--- src/rtl/counter_pkg.sv ---
// Shared types and range helper for bounded_counter and its step datapath.
package counter_pkg;

   typedef enum logic [1:0] {CNT_HOLD, CNT_LOAD, CNT_UP, CNT_DOWN} cnt_op_e;

   function automatic bit in_range(input int val, input int lo, input int hi);
      return (val >= lo) && (val <= hi);
   endfunction

endpackage

--- src/rtl/bounded_counter_if.sv ---
// Request/status bundle of bounded_counter; master drives requests, slave is the counter.
interface bounded_counter_if #(
   parameter int width_p = 8
);
   logic               up_i;
   logic               down_i;
   logic [width_p-1:0] step_i;
   logic               load_i;
   logic [width_p-1:0] load_val_i;
   logic [width_p-1:0] count_o;
   logic [width_p-1:0] next_count_o;
   logic               at_max_o;
   logic               at_min_o;
   logic               overflow_o;
   logic               underflow_o;

   modport master (
      output up_i, down_i, step_i, load_i, load_val_i,
      input  count_o, next_count_o, at_max_o, at_min_o, overflow_o, underflow_o
   );

   modport slave (
      input  up_i, down_i, step_i, load_i, load_val_i,
      output count_o, next_count_o, at_max_o, at_min_o, overflow_o, underflow_o
   );
endinterface

--- src/rtl/bounded_step.sv ---
// Combinational next value for one up/down step within [min_val_p, max_val_p].
// Wraps by default; BOUNDED_COUNTER_SAT_EN clips at the bounds instead (event flags the crossing).
module bounded_step #(
   parameter int width_p   = 8,
   parameter int min_val_p = 0,
   parameter int max_val_p = (1 << width_p) - 1
) (
   input  logic [width_p-1:0] count_i,
   input  logic [width_p-1:0] step_i,
   input  logic               up_i,
   output logic [width_p-1:0] next_o,
   output logic               event_o
);
   localparam int               RangeP = max_val_p - min_val_p + 1;
   localparam logic [width_p:0] MinW   = min_val_p[width_p:0];
   localparam logic [width_p:0] MaxW   = max_val_p[width_p:0];
   localparam logic [width_p:0] RangeW = RangeP[width_p:0];

   logic [width_p:0] cnt_w;
   logic [width_p:0] stp_w;
   logic [width_p:0] sum_w;
   logic [width_p:0] res_w;
   logic             res_unused;

   // One extra bit keeps count+step and count+R-step from truncating.
   always_comb begin
      cnt_w   = {1'b0, count_i};
      stp_w   = {1'b0, step_i};
      sum_w   = cnt_w + stp_w;
      event_o = 1'b0;
      res_w   = cnt_w;
      if (up_i) begin
         event_o = (sum_w > MaxW);
`ifdef BOUNDED_COUNTER_SAT_EN
         res_w = event_o ? MaxW : sum_w;
`else
         res_w = event_o ? (sum_w - RangeW) : sum_w;
`endif
      end else begin
         event_o = (cnt_w < (MinW + stp_w));
`ifdef BOUNDED_COUNTER_SAT_EN
         res_w = event_o ? MinW : (cnt_w - stp_w);
`else
         res_w = event_o ? (cnt_w + RangeW - stp_w) : (cnt_w - stp_w);
`endif
      end
   end

   assign next_o     = res_w[width_p-1:0];
   assign res_unused = res_w[width_p];

endmodule

--- src/rtl/bounded_counter.sv ---
// Up/down counter confined to [min_val_p, max_val_p] with step, clamped load and
// registered overflow/underflow pulses; BOUNDED_COUNTER_SAT_EN selects saturation over wrap.
module bounded_counter
   import counter_pkg::*;
#(
   parameter int width_p     = 8,
   parameter int min_val_p   = 0,
   parameter int max_val_p   = (1 << width_p) - 1,
   parameter int reset_val_p = 0
) (
   input  logic              clk_i,
   input  logic              reset_i,
   bounded_counter_if.slave  bus
);
   localparam int                 RangeP = max_val_p - min_val_p + 1;
   localparam logic [width_p-1:0] MinV   = min_val_p[width_p-1:0];
   localparam logic [width_p-1:0] MaxV   = max_val_p[width_p-1:0];
   localparam logic [width_p-1:0] RstV   = reset_val_p[width_p-1:0];

   if (!(min_val_p < max_val_p) || !in_range(reset_val_p, min_val_p, max_val_p)) begin : g_param_chk
      $error("bounded_counter: need min_val_p < max_val_p and reset_val_p inside the range");
   end

   cnt_op_e            op;
   logic [width_p-1:0] count_q, count_d;
   logic [width_p-1:0] load_clamped;
   logic [width_p-1:0] step_nxt;
   logic               step_evt;
   logic               ovf_q, ovf_d;
   logic               unf_q, unf_d;

   // A zero step or conflicting up/down is a hold, so it never pulses.
   always_comb begin
      op = CNT_HOLD;
      if (bus.load_i) begin
         op = CNT_LOAD;
      end else if ((bus.up_i ^ bus.down_i) && (bus.step_i != '0)) begin
         op = bus.up_i ? CNT_UP : CNT_DOWN;
      end
   end

   always_comb begin
      load_clamped = bus.load_val_i;
      if (bus.load_val_i < MinV) begin
         load_clamped = MinV;
      end else if (bus.load_val_i > MaxV) begin
         load_clamped = MaxV;
      end
   end

   bounded_step #(
      .width_p   (width_p),
      .min_val_p (min_val_p),
      .max_val_p (max_val_p)
   ) u_step (
      .count_i (count_q),
      .step_i  (bus.step_i),
      .up_i    (op == CNT_UP),
      .next_o  (step_nxt),
      .event_o (step_evt)
   );

   always_comb begin
      count_d = count_q;
      ovf_d   = 1'b0;
      unf_d   = 1'b0;
      if (reset_i) begin
         count_d = RstV;
      end else begin
         unique case (op)
            CNT_LOAD: count_d = load_clamped;
            CNT_UP: begin
               count_d = step_nxt;
               ovf_d   = step_evt;
            end
            CNT_DOWN: begin
               count_d = step_nxt;
               unf_d   = step_evt;
            end
            default: count_d = count_q;
         endcase
      end
   end

   always_ff @(posedge clk_i) begin
      if (reset_i) begin
         count_q <= RstV;
         ovf_q   <= 1'b0;
         unf_q   <= 1'b0;
      end else begin
         count_q <= count_d;
         ovf_q   <= ovf_d;
         unf_q   <= unf_d;
      end
   end

   assign bus.count_o      = count_q;
   assign bus.next_count_o = count_d;
   assign bus.at_max_o     = (count_q == MaxV);
   assign bus.at_min_o     = (count_q == MinV);
   assign bus.overflow_o   = ovf_q;
   assign bus.underflow_o  = unf_q;

   // Steps larger than the range have no defined result.
   step_le_range: assert property (@(posedge clk_i) disable iff (reset_i)
      ((op == CNT_UP) || (op == CNT_DOWN)) |-> in_range(int'(bus.step_i), 0, RangeP));

endmodule

--- src/flat_wrapper.sv ---
// flat-port wrapper written by rule: the top's interface ports become plain ports
module bounded_counter_flat import counter_pkg::*;
#(
   parameter int width_p     = 8,
   parameter int min_val_p   = 0,
   parameter int max_val_p   = (1 << width_p) - 1,
   parameter int reset_val_p = 0
)
  (clk_i, reset_i, bus_up_i, bus_down_i, bus_step_i, bus_load_i, bus_load_val_i, bus_count_o, bus_next_count_o, bus_at_max_o, bus_at_min_o, bus_overflow_o, bus_underflow_o);
  bounded_counter_if #(.width_p(width_p)) bus_i ();
  input  logic clk_i;
  input  logic reset_i;
  input wire logic [$bits(bus_i.up_i)-1:0] bus_up_i;
  input wire logic [$bits(bus_i.down_i)-1:0] bus_down_i;
  input wire logic [$bits(bus_i.step_i)-1:0] bus_step_i;
  input wire logic [$bits(bus_i.load_i)-1:0] bus_load_i;
  input wire logic [$bits(bus_i.load_val_i)-1:0] bus_load_val_i;
  output wire logic [$bits(bus_i.count_o)-1:0] bus_count_o;
  output wire logic [$bits(bus_i.next_count_o)-1:0] bus_next_count_o;
  output wire logic [$bits(bus_i.at_max_o)-1:0] bus_at_max_o;
  output wire logic [$bits(bus_i.at_min_o)-1:0] bus_at_min_o;
  output wire logic [$bits(bus_i.overflow_o)-1:0] bus_overflow_o;
  output wire logic [$bits(bus_i.underflow_o)-1:0] bus_underflow_o;
  assign bus_i.up_i = bus_up_i;
  assign bus_i.down_i = bus_down_i;
  assign bus_i.step_i = bus_step_i;
  assign bus_i.load_i = bus_load_i;
  assign bus_i.load_val_i = bus_load_val_i;
  assign bus_count_o = bus_i.count_o;
  assign bus_next_count_o = bus_i.next_count_o;
  assign bus_at_max_o = bus_i.at_max_o;
  assign bus_at_min_o = bus_i.at_min_o;
  assign bus_overflow_o = bus_i.overflow_o;
  assign bus_underflow_o = bus_i.underflow_o;
  bounded_counter #(.width_p(width_p), .min_val_p(min_val_p), .max_val_p(max_val_p), .reset_val_p(reset_val_p)) u_core (.clk_i(clk_i), .reset_i(reset_i), .bus(bus_i));
endmodule
--- config.mk ---
export PLATFORM = sky130hd
export DESIGN_NAME = bounded_counter_flat
export DESIGN_NICKNAME = d
export VERILOG_FILES = /design/src/rtl/counter_pkg.sv /design/src/rtl/bounded_counter_if.sv /design/src/rtl/bounded_step.sv /design/src/rtl/bounded_counter.sv /design/src/flat_wrapper.sv
export SDC_FILE = /design/constraint.sdc
export NUM_CORES = 1
export LEC_CHECK = 0
export ABC_AREA = 1
export CAP_MARGIN = 0
export CORE_MARGIN = 2
export CORE_UTILIZATION = 35
export CTS_CLUSTER_SIZE = 25
export DETAILED_ROUTE_END_ITERATION = 10
export PLACE_DENSITY = 0.69
export REMOVE_ABC_BUFFERS = 1
export SLEW_MARGIN = 20
export SYNTH_ARGS = -nofsm -noshare
export SYNTH_HDL_FRONTEND = slang
export SYNTH_SLANG_ARGS = --single-unit
--- constraint.sdc ---
create_clock -name clk_i -period 2.18 [get_ports clk_i]
set_input_delay 0.436 -clock clk_i [delete_from_list [all_inputs] [get_ports clk_i]]
set_output_delay 0.436 -clock clk_i [all_outputs]
set_load 0.05 [all_outputs]
* Word-level counts from Yosys, hierarchy flattened
Index checks and enable logic that the tools add are counted.
** Operators by class
- $add $sub $neg :: 5
- $lt $le $gt $ge :: 4
- Equality and inequality tests :: 4
- Mux-type cells :: 11
- Bitwise logic cells :: 3
- Reduce and logical (&&, ||, !) cells :: 6
** Operator list (count)
- $mux W8 :: 6
- $pmux W8 S2 :: 1
- $sub A8 B8 Y8 :: 2
- $add A8 B8 Y9 :: 1
- $gt A9 B8 Y1 const B :: 1
- $add A8 B1 Y8 const B :: 1
- $eq A8 B8 Y1 const B :: 1
- $gt A8 B8 Y1 const B :: 1
- $logic_not A8 Y1 :: 1
- $lt A8 B1 Y1 const B :: 1
- $lt A8 B8 Y1 :: 1
- $reduce_bool A8 Y1 :: 1
- $sub A8 B1 Y8 const B :: 1
- $reduce_or A2 Y1 :: 3
- $eq A2 B2 Y1 const B :: 2
- $mux W2 :: 2
- $eq A2 B1 Y1 const B :: 1
- $mux W1 :: 2
- $not A1 Y1 :: 2
- $logic_and A1 B1 Y1 :: 1
- $xor A1 B1 Y1 :: 1
** Storage, ports and cells
- Flip-flop bits (word level) :: 10
- Input port bits :: 21
- Output and inout bits :: 20
- Word-level logic and storage cells :: 36

* Longest topological paths before layout
- Word-level depth :: 8
- Mapped depth :: 13

* Hierarchy
Synthesis repeated with hierarchy kept, for this count alone.
** Second synthesis, totals
- Cell total of the unflattened synthesis :: 250
- Area total of the unflattened synthesis :: 1490.2 um2
** Modules (own cells, without submodules)
- bounded_step :: times used 1, cells an instance 151, area each 850.8 um2
- bounded_counter :: times used 1, cells an instance 99, area each 639.4 um2

* Worst setup path before layout
OpenSTA, ideal clock, no wires.
- Path type :: reg2out
- From :: register u_core.count_q[2], in the netlist u_core.bus.count_o[2]
- To :: output bus_next_count_o[5]
- Data arrival time :: 2.490 ns
- Slack :: -0.746 ns
- Stages on the path, launching flop included :: 12
- Path through :: dfxtp_1 -> ha_1 -> buf_2 -> inv_1 -> a21oi_1 -> nand2_1 -> nand2_1 -> nand2_1 -> nand2_1 -> nand3_1 -> nand3_1 -> a21oi_1
** On the way
- Word-level cells in the longest chain between the ends :: 6
** Ends and longest elaborated chain
- start: declaration :: RTL line bounded_counter.sv:25 : logic [width_p-1:0] count_q, count_d;
- start signal: assignment :: RTL line bounded_counter.sv:87 : count_q <= RstV;
- start signal: assignment :: RTL line bounded_counter.sv:91 : count_q <= count_d;
- $add A8 B1 Y8 / $add A8 B8 Y9 (equally long branches) :: RTL line bounded_step.sv:44, bounded_step.sv:29
- $sub A8 B8 Y8, or another cell as far along :: RTL line bounded_step.sv:44 : res_w = event_o ? (cnt_w + RangeW - stp_w) : (cnt_w - stp_w);
- $mux W8, on equally long branches :: RTL line bounded_step.sv:44, bounded_step.sv:37
- $mux W8 * :: RTL line bounded_step.sv:32 : if (up_i) begin
- $pmux W8 S2 * :: RTL line bounded_counter.sv:70 : unique case (op)
- $mux W8 * :: RTL line bounded_counter.sv:67 : if (reset_i) begin
- end: declaration :: RTL line flat_wrapper.sv:19 : output wire logic [$bits(bus_i.next_count_o)-1:0] bus_next_count_o;
Mark *: on every way between the ends. The rest lies on a longest branch, timed or not.

* Worst setup path in the final report
- From :: register u_core.count_q[0], in the netlist u_core.bus.count_o[0]
- To :: output bus_next_count_o[2]
The elaborated chain is that of the path after synthesis.

==> results by group <==
Outcome
  – Status: complete, but fails checks
  – Failing checks: negative setup slack

GRT
  – GRT Total Usage: 0.2797
  – First-pass GRT wire length: between 9000 and 10000 um
  – Total gr overflow: 0
  – Vias in the first global route: around 2000
  – Number of antenna violations at the first check in global routing: 0
  – Largest net degree at the start of global routing: 12

Synthesis
  – Post-synthesis sequential area ratio: 0.1449
  – Ys async rst share: 0
  – Largest area contributor in the netlist: nand2_1
  – Area of the mapped netlist: between 0.001 and 0.0015 mm^2
  – Count leader, synth: nand2_1
  – Ys flop type: dfxtp_1
  – Post-synth top area share: 0.1576
  – Number of synthesized flops with an enable pin: 0
  – Number of distinct library cells after synthesis: 30
  – Yosys Warn Count: 0
  – Synth Instances: 230
  – Commonest cells post-synth: nand2_1, inv_1, nand3_1, a21oi_1, nor2_1
  – Avg Cell Area, Syn: approximately 6.0 um^2
  – Synth top area cells: nand2_1, dfxtp_1, ha_1, inv_1, nand3_1
  – #FFs+latches synth: 10

Power
  – Seq pwr share: 0.152
  – Sw frac: 0.4380
  – Combinational share of power: 0.675
  – Power Internal: around 800 uW
  – PwrDens: approximately 490 mW/mm^2
  – Total Power: 1.431 mW
  – Lkg Pwr: 1.452 nW
  – NetSw: 626.8 uW
  – Clk pwr share: 0.173
  – Peak VDD IR: 0.3892 mV

Routing
  – WL final: 6370 um
  – Antenna-violating nets left: 0
  – Met3 wire length: slightly above 300 um
  – Routed via count: between 2000 and 2500
  – Routed len/inst: 16.25 um
  – Met2 wire len: around 3400 um
  – DR pass1 iterations: 5
  – Starting DRT DRC Count: ~120
  – WL met1: about 2500 um
  – Via-per-instance ratio: between 5 and 6
  – DRC Markers: 0
  – Top Layer Used: met4

Job
  – Max-cap violation count: 0

Critical path
  – Worst EP arrival: 2.13 ns
  – Worst path max stage delay: 0.36 ns
  – R2r setup slk: roughly 0.15 ns
  – Setup crit start kind: register
  – Max FO, Critical Path: 4
  – Critical Path RT: about 1.7 ns
  – WS Path Type: reg -> out
  – Worst-path cell chain: inv_2, ha_4, inv_4, fa_2, buf_6, xor2_2, o211ai_1, buf_4, a31oi_4, buf_12
  – CP endpoint kind: primary output
  – Slowest-stage cell, CP: fa_2

Clock network
  – Clock transition at the registers of the reported paths: roughly 0.060 ns
  – TritonCTS clock tree: built
  – Sink Count: 10
  – Clk buf depth: 2
  – Clock Latency Late Sink: between 0.2 and 0.3 ns
  – H-Tree Depth: 1
  – Root Driver: clkbuf_8
  – TritonCTS buffer count: 3
  – Post-cts hold buffer count: 0

Cells and area
  – Share of cells above drive strength 1: 0.5291
  – Nets: about 380
  – Diode count: 0
  – P&R area growth vs syn: 112.4%

Place
  – Port Buffers: 40
  – Gpl congestion: between 0.8 and 0.9
  – HPWL after detailed placement: a little over 4000 um

STA
  – Minimum clock period: about 2.6 ns
  – Max-Slew Margin vs Limit: 0.6666
  – Final Hold Viols: 0
  – Clock skew: around 0.0033 ns
  – Fin worst setup slack: -0.3878 ns
  – Slew @ Worst Pin: ~0.50 ns
  – Fmax: approximately 390 MHz
  – RSZ-0062 raised after global routing: yes
  – Endpoints failing setup: 7
  – Slew Viols, Final: 0
  – Final period util: 1.178
  – Setup TNS: -1.859 ns

Die
  – Core area: 0.003716 mm^2
  – Initial Util: 0.3717
  – Die area: about 0.0045 mm^2
  – Die X: ~67 um
  – Row Count: 22
  – Die Ht: 66.82 um
  – Top Ports: between 40 and 50

Hold path
  – Hold Crit Class: in -> reg
==> path summary, 6_finish.rpt <==
kind,from,end,cells past startpoint
max,u_core.bus.count_o[0]$_SDFF_PP0_,bus_next_count_o[2],10
min,bus_up_i,u_core.bus.count_o[6]$_SDFF_PP0_,5
max reg2reg,u_core.bus.count_o[0]$_SDFF_PP0_,u_core.bus.count_o[6]$_SDFF_PP0_,11
min reg2reg,u_core.bus.count_o[1]$_SDFF_PP0_,u_core.bus.count_o[1]$_SDFF_PP0_,5
==> critical path: cells and delay by family (launching register included) <==
family | cells | cell delay [ns]
buffers and inverters | 5 | 0.59
adders and majority gates | 2 | 0.50
xor gates and xnor gates | 1 | 0.14
DFF | 1 | 0.34
AOI/OAI and AO/OA | 2 | 0.31
==> flip-flops by register name, summed over array words and instances (netlist names) <==
register / count
u_core.bus.underflow_o: 1
u_core.bus.overflow_o: 1
u_core.bus.count_o: 8
==> final cells by class <==
type,count,area [um^2]
flip-flops and latches,10,202.7
fillers,221,782.0
inverters,45,183.9
repair buffers,116,1074
well taps,48,60.06
clock buffers,4,55.05
multi-input cells,169,1359
==> power groups by stage <==
stage	registers, mW	logic, mW	clock network, mW
global route	0.219	1.02	0.257
global placement	0.215	0.728	0
floorplan	0.273	0.310	0
finish	0.217	0.966	0.248
CTS	0.217	0.888	0.246
detailed placement	0.215	0.735	0
==> metal layers <==
metal  track usage  vias up
met5             0        -
met4       0.07143        0
met3       0.04730       24
met2        0.5238       87
met1        0.3248      984
li1              -      965
==> metrics by stage <==
step | worst slack [ns] | instance area [um^2] | util | hold slack, ns | instances
after detailed placement | -0.7645 | 2326 | 0.6259 | 0.8095 | 369
after global routing | -0.4455 | 2934 | 0.7896 | 0.7992 | 392
after CTS | -0.3837 | 2846 | 0.7660 | 0.7940 | 387
after global placement | -0.7587 | 2326 | 0.6259 | 0.7979 | 369
final | -0.3878 | 2934 | 0.7896 | 0.7643 | 392
after floorplan | -0.7037 | 1353 | - | 0.5051 | 224
==> cell families after synthesis <==
group                      share of synthesized area
adders and majority gates                     0.1739
buffers and inverters                         0.1440
and+or+nand+nor                               0.3759
AOI/OAI and AO/OA                             0.1241
xor gates and xnor gates                     0.03714
DFF                                           0.1449
==> cell usage in the layout, fill, tap and decap left out, drive strengths merged <==
master / instances
inv: 44
dfxtp: 10
o221ai: 1
or2: 1
xor2: 5
a31oi: 2
a21o: 1
o21ai: 7
o211ai: 2
or4: 1
buf: 93
clkdlybuf4s50: 18
a21oi: 17
nand4: 10
ha: 16
clkbuf: 6
fa: 2
nand2: 60
nand3: 21
and2: 1
nor3: 3
dlygate4sd2: 1
clkinv: 1
clkdlybuf4s15: 2
o31ai: 1
nor2: 18
==> repair_timing <==
action,CTS,global route
resized for setup,129,21
setup endpoints to repair,10,9
setup buffers,14,6
pin swaps,44,23
Power figures use the tool's default switching activity.
